**src/rtl/fifo_rd_packer.sv**
```systemverilog
// Read-side packer: pops RATIO FIFO words into one wide word.
// Flush emits a partial word with its lane count.
module fifo_rd_packer #(
  parameter  int DSIZE = 8,
  parameter  int RATIO = 4,
  localparam int CW    = $clog2(RATIO + 1)
) (
  input  logic                   rclk,
  input  logic                   rrst,
  input  logic                   rempty,
  input  logic [DSIZE-1:0]       rdata,
  output logic                   rinc,
  input  logic                   flush,
  output logic                   o_valid,
  input  logic                   o_ready,
  output logic [DSIZE*RATIO-1:0] o_data,
  output logic [CW-1:0]          o_cnt
);

  localparam int OW = DSIZE * RATIO;
  localparam logic [CW-1:0] LAST = CW'(RATIO - 1);
  localparam logic [CW-1:0] FULL = CW'(RATIO);

  typedef enum logic {ACCUM, FLUSH} state_t;

  state_t         state, state_n;
  logic [CW-1:0]  cnt, cnt_n;
  logic [OW-1:0]  acc, acc_n;
  logic           flush_pend, flush_pend_n;
  logic           valid_n;
  logic [OW-1:0]  data_n;
  logic [CW-1:0]  ocnt_n;
  logic           out_free;
  logic           pop;

  assign out_free = !o_valid || o_ready;
  assign rinc     = pop;

  always_comb begin
    state_n      = state;
    cnt_n        = cnt;
    acc_n        = acc;
    flush_pend_n = flush_pend || flush;
    valid_n      = o_valid && !o_ready;
    data_n       = o_data;
    ocnt_n       = o_cnt;
    pop          = 1'b0;
    unique case (state)
      ACCUM: begin
        // The completing pop needs the output register free.
        pop = !rrst && !rempty && !flush_pend &&
              !(cnt == LAST && !out_free);
        if (pop) begin
          if (cnt == LAST) begin
            data_n = acc;
            data_n[(RATIO-1)*DSIZE +: DSIZE] = rdata;
            ocnt_n  = FULL;
            valid_n = 1'b1;
            cnt_n   = '0;
            acc_n   = '0;
          end else begin
            acc_n[int'(cnt)*DSIZE +: DSIZE] = rdata;
            cnt_n = cnt + CW'(1);
          end
        end
        if (flush_pend)
          state_n = FLUSH;
      end
      FLUSH: begin
        if (cnt == '0) begin
          flush_pend_n = 1'b0;
          state_n      = ACCUM;
        end else if (out_free) begin
          data_n       = acc;
          ocnt_n       = cnt;
          valid_n      = 1'b1;
          cnt_n        = '0;
          acc_n        = '0;
          flush_pend_n = 1'b0;
          state_n      = ACCUM;
        end
      end
    endcase
  end

  always_ff @(posedge rclk or posedge rrst) begin
    if (rrst) begin
      state      <= ACCUM;
      cnt        <= '0;
      acc        <= '0;
      flush_pend <= 1'b0;
      o_valid    <= 1'b0;
      o_data     <= '0;
      o_cnt      <= '0;
    end else begin
      state      <= state_n;
      cnt        <= cnt_n;
      acc        <= acc_n;
      flush_pend <= flush_pend_n;
      o_valid    <= valid_n;
      o_data     <= data_n;
      o_cnt      <= ocnt_n;
    end
  end

endmodule

```
**config.mk**
```make
export PLATFORM = sky130hd
export DESIGN_NAME = fifo_rd_packer
export DESIGN_NICKNAME = d
export VERILOG_FILES = /design/src/rtl/fifo_rd_packer.sv
export SDC_FILE = /design/constraint.sdc
export NUM_CORES = 1
export LEC_CHECK = 0
export CORE_ASPECT_RATIO = 0.75
export CORE_MARGIN = 10
export CORE_UTILIZATION = 50
export DETAILED_ROUTE_END_ITERATION = 7
export PLACE_DENSITY = 0.75
export SYNTH_ARGS = -nofsm -noshare
export SYNTH_HDL_FRONTEND = slang
export SYNTH_SLANG_ARGS = --single-unit
```
**constraint.sdc**
```tcl
create_clock -name rclk -period 7.8 [get_ports rclk]
set_clock_uncertainty 0.2 [all_clocks]
set_input_delay 1.95 -clock rclk [delete_from_list [all_inputs] [get_ports rclk]]
set_output_delay 1.95 -clock rclk [all_outputs]
set_load 0.01 [all_outputs]
```
==> results.tsv, run 1 <==
stage	metric	value	unit
die	I/O Pins	50	
finish	fillers	465	
global_route	GR Util All Layers	0.146	
logic_synthesis	Yosys top cell area share	0.586	
timing	RSZ-0062 raised after global routing	false	
global_route	first-pass GRT wire length	11500	µm
die	Vert. Die Dim	88.4	µm
power	worst-case vdd ir drop	181	µV
global_route	global route total overflow	0	
critical_path	cells along the critical path	clkdlybuf4s50_1, or4_4, nor2_1, clkdlybuf4s50_1	
critical_path	Critical Path RT	5.65	ns
critical_path	CP max stage cell	clkdlybuf4s50_1	
logic_synthesis	syn_area_per_cell	13.3	µm²
flow_run	Max-Cap Viols	0	
cts	hold_buf cts	0	
die	die area	0.00983	mm²
logic_synthesis	cell area after synthesis	0.00312	mm²
timing	Final setup viols	0	
route	drt pass-1 iters	4	
cts	Clk pin slew, worst setup/hold paths	0.07	ns
critical_path	crit path kind	in2out	
finish	Final Util	0.648	
logic_synthesis	Unique masters post-synth	36	
finish	share of cells above drive strength 1	0.159	
logic_synthesis	Synth area leader	dfrtp_1	
critical_path	CP bufs+invs	2	
placement	DP Area	0.00362	mm²
logic_synthesis	count leader, synth	dfrtp_1	
power	Static Leak	1.70	nW
die	initial core utilization	0.525	
route	Antenna Nets Post-Route	0	
cts	clock sink count	73	
logic_synthesis	prevailing post-synth register cell	dfrtp_1	
power	PD cells	351	mW/mm²
timing	Tightest Pin Transition	1.02	ns
timing	final hold vios	0	
timing	setup tns final	0	ns
finish	Multi-input gate area	0.00118	mm²
route	detailed-route wire length per cell	18.9	µm
die	Core Footprint	0.00595	mm²
logic_synthesis	Ys Warns	0	
cts	CTS tree	yes	
finish	ANT cells	0	
logic_synthesis	asr flop ratio synth	1.00	
finish	design area	0.00385	mm²
outcome	status	finished clean	
critical_path	crit start category	primary input	
logic_synthesis	most common library cells after synthesis	73 x dfrtp_1, 28 x o21ai_0, 19 x mux2_4	
die	Core Rows	24	
power	Final Power	1.35	mW
logic_synthesis	Seq/Total Area, Yosys	0.586	
placement	port bufs	49	
timing	Slew Viols, Final	0	
placement	GPL Wtd Cong	0.817	
placement	DP Wirelength	4780	µm
finish	Final #Nets	301	
global_route	pin count of the biggest net entering global routing	74	
finish	Syn-to-layout area delta	23.5	%
placement	pre-CTS setup slack	2.00	ns
min_path	Min-Delay Path Class	reg2reg	
route	overall routed net length	6970	µm
die	Die Width	111	µm
critical_path	Worst EP arrival	3.64	ns
cts	clk_lat worst skew	0.34	ns
cts	post-CTS setup buffer count	0	
finish	Reg area	0.00183	mm²
cts	H-tree depth	3	
route	Via Count	2091	
logic_synthesis	#FFs+latches synth	73	
cts	CTS root buffer	clkbuf_8	
critical_path	Critical Path Sink Type	output port	
critical_path	largest stage delay on the critical path	0.55	ns
logic_synthesis	Post-Syn Instances	235	
logic_synthesis	number of flops mapped to enable cells by yosys	0	
route	Vias per Instance	5.68	
timing	worst setup margin	2.01	ns
route	DRC viols	0	
critical_path	cell family with most CP delay	buffers and inverters	
global_route	initial antenna violation count	0	
global_route	vias in the first global route	2132	
timing	Max Fclk	0.173	GHz
critical_path	CP dominant cell by count	clkdlybuf4s50_1	
timing	crit share post-route	0.742	
logic_synthesis	synth top area cells	dfrtp_1 59%, mux2_4 9.1%, o21ai_0 4.5%	
critical_path	worst-path fanout max	5	
logic_synthesis	Post-Syn Nets	251	
timing	post-layout minimum cycle time	5.79	ns
cts	buffer depth of the longest clock path	2	
timing	Rel. slew slack	0.314	
route	initial drt markers	158	
cts	Resized Gates After CTS	0	
cts	TritonCTS Buffers	9	
==> power breakdown <==
part / switching, mW / leakage [nW] / internal, mW
clock network: 0.136 / 0.109 / 0.198
registers: 0.0765 / 0.995 / 0.473
logic: 0.231 / 0.598 / 0.239
total: 0.444 / 1.70 / 0.910
==> cells by family (layout without fill, tap and decap cells) <==
kind of cell / after synthesis / in the layout / share of synthesized area
AND/OR/NAND/NOR: 40 / 40 / 0.0766
flip-flops: 73 / 73 / 0.586
buffers and inverters: 16 / 71 / 0.0369
AO/OA/AOI/OAI: 72 / 72 / 0.156
multiplexers: 31 / 31 / 0.132
adder cells (fa/ha/maj): 3 / 3 / 0.0120
==> layer usage <==
| metal | wire length (µm) | up-vias | share of wire | track usage |
|---|---|---|---|---|
| met5 | 0 | - | 0 | 0 |
| met4 | 61 | 0 | 0.0088 | 0.0524 |
| met3 | 478 | 7 | 0.069 | 0.0581 |
| met2 | 3020 | 61 | 0.43 | 0.204 |
| met1 | 3400 | 1042 | 0.49 | 0.200 |
| li1 | - | 981 | - | - |
==> worst paths after layout <==
path / start / to / slack, ns / cells after the start
min in group asynchronous: rrst / cnt[2]$_DFFE_PP0P_ / 2.03 / 3
worst max register to register: state$_DFF_PP0_ / o_data[22]$_DFFE_PP0P_ / 4.55 / 4
worst min register to register: acc[19]$_DFFE_PP0P_ / acc[19]$_DFFE_PP0P_ / 0.29 / 1
worst max-delay path: rrst / rinc / 2.01 / 4
max in group asynchronous: rrst / o_data[19]$_DFFE_PP0P_ / 4.79 / 3
worst min-delay path: acc[19]$_DFFE_PP0P_ / acc[19]$_DFFE_PP0P_ / 0.29 / 1
==> placed cells by master (no fill, tap or decap), types with 2 or more instances in the layout <==
master,n
dfrtp_1,73
clkdlybuf4s50_1,49
o21ai_0,28
mux2_4,19
o2bb2ai_1,12
clkbuf_8,11
nand2_1,10
nor2_1,8
a22o_1,8
o21ai_1,8
mux2i_1,6
mux2_2,6
a32o_1,6
nor2b_1,4
nor4bb_1,3
inv_1,3
nand3_1,3
a21o_1,3
ha_1,3
nand2b_1,2
nor4_1,2
a21oi_1,2
clkinvlp_4,2
bufinv_16,2
buf_4,2
==> worst register-to-register path, delay by kind of cell (launching register included) <==
kind | cells | cell delay [ns]
AO/OA/AOI/OAI | 1 | 0.55
flip-flops | 1 | 0.66
multiplexers | 1 | 0.41
AND/OR/NAND/NOR | 2 | 1.33
==> through the flow <==
step	std cells	hold slack, ns
5_1_grt	368	0.323
3_3_place_gp	352	0.277
3_5_place_dp	352	0.280
6_report	368	0.291
4_1_cts	368	0.298
2_1_floorplan	235	0.251
==> registers in the layout (all words and copies together) (netlist names) <==
| name | cells |
|---|---|
| o_cnt | 3 |
| cnt | 3 |
| state | 1 |
| acc | 32 |
| o_data | 32 |
| flush_pend | 1 |
| o_valid | 1 |
==> area by class of cell <==
type	count	area share
Multi-Input combinational cell	146	0.306
Timing Repair Buffer	51	0.131
Tap cell	78	0.0253
Clock inverter	4	0.0195
Clock buffer	12	0.0403
Sequential cell	73	0.474
Inverter	4	0.00390
Power figures use the tool's default switching activity.
==> run 2, diff against run 1 <==
--- a/config.mk
+++ b/config.mk
@@ -7,9 +7,9 @@
 export LEC_CHECK = 0
 export CORE_ASPECT_RATIO = 0.75
 export CORE_MARGIN = 10
-export CORE_UTILIZATION = 50
+export CORE_UTILIZATION = 48
 export DETAILED_ROUTE_END_ITERATION = 7
-export PLACE_DENSITY = 0.75
+export PLACE_DENSITY = 0.76
 export SYNTH_ARGS = -nofsm -noshare
 export SYNTH_HDL_FRONTEND = slang
 export SYNTH_SLANG_ARGS = --single-unit
==> constraint.sdc (replaced) <==
create_clock -name rclk -period 5.2 [get_ports rclk]
set_clock_uncertainty 0.2 [all_clocks]
set_input_delay 1.3 -clock rclk [delete_from_list [all_inputs] [get_ports rclk]]
set_output_delay 1.3 -clock rclk [all_outputs]
set_load 0.01 [all_outputs]
==> run 2 against run 1 <==
- critical path depth did not move
- global-route usage fell by 0.75 points
- design area barely moved
- power rose by 49%
- count of clock-buffer cells in the layout rose by 2
- largest power group unchanged
==> results.tsv, run 2 (synthesized netlist as in run 1, its figures left out) <==
stage	metric	value	unit	change
cts	CTS root buffer	clkbuf_8		unchanged
critical_path	worst-path fanout max	5		unchanged
power	PD cells	523	mW/mm²	was 351 mW/mm²
critical_path	CP max stage cell	clkdlybuf4s50_1		unchanged
cts	Resized Gates After CTS	0		unchanged
timing	post-layout minimum cycle time	4.50	ns	
global_route	vias in the first global route	2137		was 2,132
cts	hold_buf cts	0		unchanged
route	detailed-route wire length per cell	18.6	µm	was 18.9 µm
flow_run	Max-Cap Viols	0		unchanged
min_path	Min-Delay Path Class	reg2reg		unchanged
route	Antenna Nets Post-Route	0		unchanged
timing	Slew Viols, Final	0		unchanged
die	Core Footprint	0.00632	mm²	was 0.00595 mm²
timing	Rel. slew slack	0.251		was 0.314
route	DRC viols	0		unchanged
timing	crit share post-route	0.866		
critical_path	cell family with most CP delay	buffers and inverters		unchanged
cts	clock sink count	73		unchanged
critical_path	crit start category	primary input		unchanged
route	overall routed net length	6940	µm	was 6970 µm
finish	commonest non-fill, non-tap cells in the layout	73 x dfrtp_1, 49 x clkdlybuf4s50_1, 28 x o21ai_0, 19 x mux2_4, 12 x o2bb2ai_1		unchanged
global_route	GR Util All Layers	0.139		was 0.146
finish	largest registers	acc (32), o_data (32)		unchanged
power	Static Leak	1.71	nW	was 1.70 nW
placement	pre-CTS setup slack	0.695	ns	was 2.00 ns
critical_path	cells along the critical path	clkdlybuf4s50_1, or4_4, nor2_1, clkdlybuf4s50_1		unchanged
die	die area	0.0102	mm²	was 0.00983 mm²
placement	port bufs	49		unchanged
timing	Tightest Pin Transition	1.11	ns	was 1.02 ns
power	worst-case vdd ir drop	191	µV	was 181 µV
timing	worst setup margin	0.696	ns	was 2.01 ns
critical_path	Critical Path RT	3.70	ns	was 5.65 ns
route	drt pass-1 iters	4		unchanged
timing	final hold vios	0		unchanged
finish	commonest non-fill, non-tap cell in the layout	dfrtp_1		unchanged
cts	H-tree depth	3		unchanged
cts	TritonCTS Buffers	9		unchanged
cts	buffer depth of the longest clock path	2		unchanged
placement	DP Area	0.00363	mm²	was 0.00362 mm²
die	initial core utilization	0.494		was 0.525
critical_path	CP bufs+invs	2		unchanged
die	Die Width	113	µm	was 111 µm
global_route	initial antenna violation count	0		unchanged
placement	DP Wirelength	4870	µm	was 4780 µm
cts	post-CTS setup buffer count	0		unchanged
route	initial drt markers	96		was 158
cts	clk_lat worst skew	0.34	ns	about the same
route	Via Count	2085		was 2,091
timing	final hold slack	0.294	ns	was 0.291 ns
global_route	global route total overflow	0		unchanged
critical_path	largest stage delay on the critical path	0.56	ns	was 0.55 ns
cts	Clk pin slew, worst setup/hold paths	0.07	ns	about the same
critical_path	crit path kind	in2out		unchanged
timing	RSZ-0062 raised after global routing	false		unchanged
outcome	status	finished clean		unchanged
die	Vert. Die Dim	89.8	µm	was 88.4 µm
finish	fillers	518		was 465
timing	Final setup viols	0		unchanged
global_route	pin count of the biggest net entering global routing	28		was 74
die	Core Rows	25		was 24
finish	design area	0.00386	mm²	was 0.00385 mm²
die	I/O Pins	50		unchanged
timing	setup tns final	0	ns	unchanged
route	Vias per Instance	5.60		was 5.68
critical_path	Worst EP arrival	3.00	ns	was 3.64 ns
finish	share of cells above drive strength 1	0.155		was 0.159
critical_path	CP dominant cell by count	clkdlybuf4s50_1		unchanged
timing	Max Fclk	0.222	GHz	
critical_path	Critical Path Sink Type	output port		unchanged
placement	GPL Wtd Cong	0.839		was 0.817
finish	ANT cells	0		unchanged
cts	CTS tree	yes		unchanged
finish	Syn-to-layout area delta	23.6	%	was 23.5%
global_route	first-pass GRT wire length	11500	µm	about the same
finish	Final #Nets	302		was 301
-- run 2: path summary, 6_finish.rpt --
path	start	to	slack, ns	cells after the start
hold / removal	acc[21]$_DFFE_PP0P_	acc[21]$_DFFE_PP0P_	0.29	1
min in group asynchronous	rrst	o_data[15]$_DFFE_PP0P_	1.16	2
hold reg to reg	acc[21]$_DFFE_PP0P_	acc[21]$_DFFE_PP0P_	0.29	1
max in group asynchronous	rrst	o_data[31]$_DFFE_PP0P_	2.90	3
setup / recovery	rrst	rinc	0.70	4
setup reg to reg	state$_DFF_PP0_	o_data[23]$_DFFE_PP0P_	1.95	4
-- run 2: cell type report --
| cell class | instances | area, µm² | area share |
|---|---|---|---|
| inverter | 4 | 15.0 | 0.00389 |
| clock buffer | 14 | 163 | 0.0422 |
| tap | 81 | 101 | 0.0263 |
| sequential | 73 | 1830 | 0.474 |
| multi-input combinational | 146 | 1180 | 0.305 |
| timing repair buffer | 52 | 513 | 0.133 |
| clock inverter | 2 | 60.1 | 0.0156 |
-- run 2: power breakdown --
group          internal [mW]  switching (mW)  total, mW  leakage (nW)
sequential             0.710           0.114      0.825         0.995
clock                  0.297           0.197      0.495         0.111
combinational          0.358           0.340      0.698         0.603
total                   1.37           0.652       2.02          1.71
-- run 2: layer usage --
layer / up-vias / part of all wire / wire length, µm / GRT usage
li1: 972 / - / - / -
met1: 1045 / 0.48 / 3300 / 0.185
met2: 62 / 0.43 / 3010 / 0.192
met3: 6 / 0.083 / 574 / 0.0611
met4: 0 / 0.0074 / 51 / 0.0538
met5: - / 0 / 0 / 0
-- run 2: through the flow --
step	power, mW	util	std cells
2_1_floorplan	1.28	-	235
3_3_place_gp	1.52	0.575	356
3_5_place_dp	1.53	0.575	356
4_1_cts	2.03	0.610	372
5_1_grt	2.13	0.610	372
6_report	2.02	0.610	372
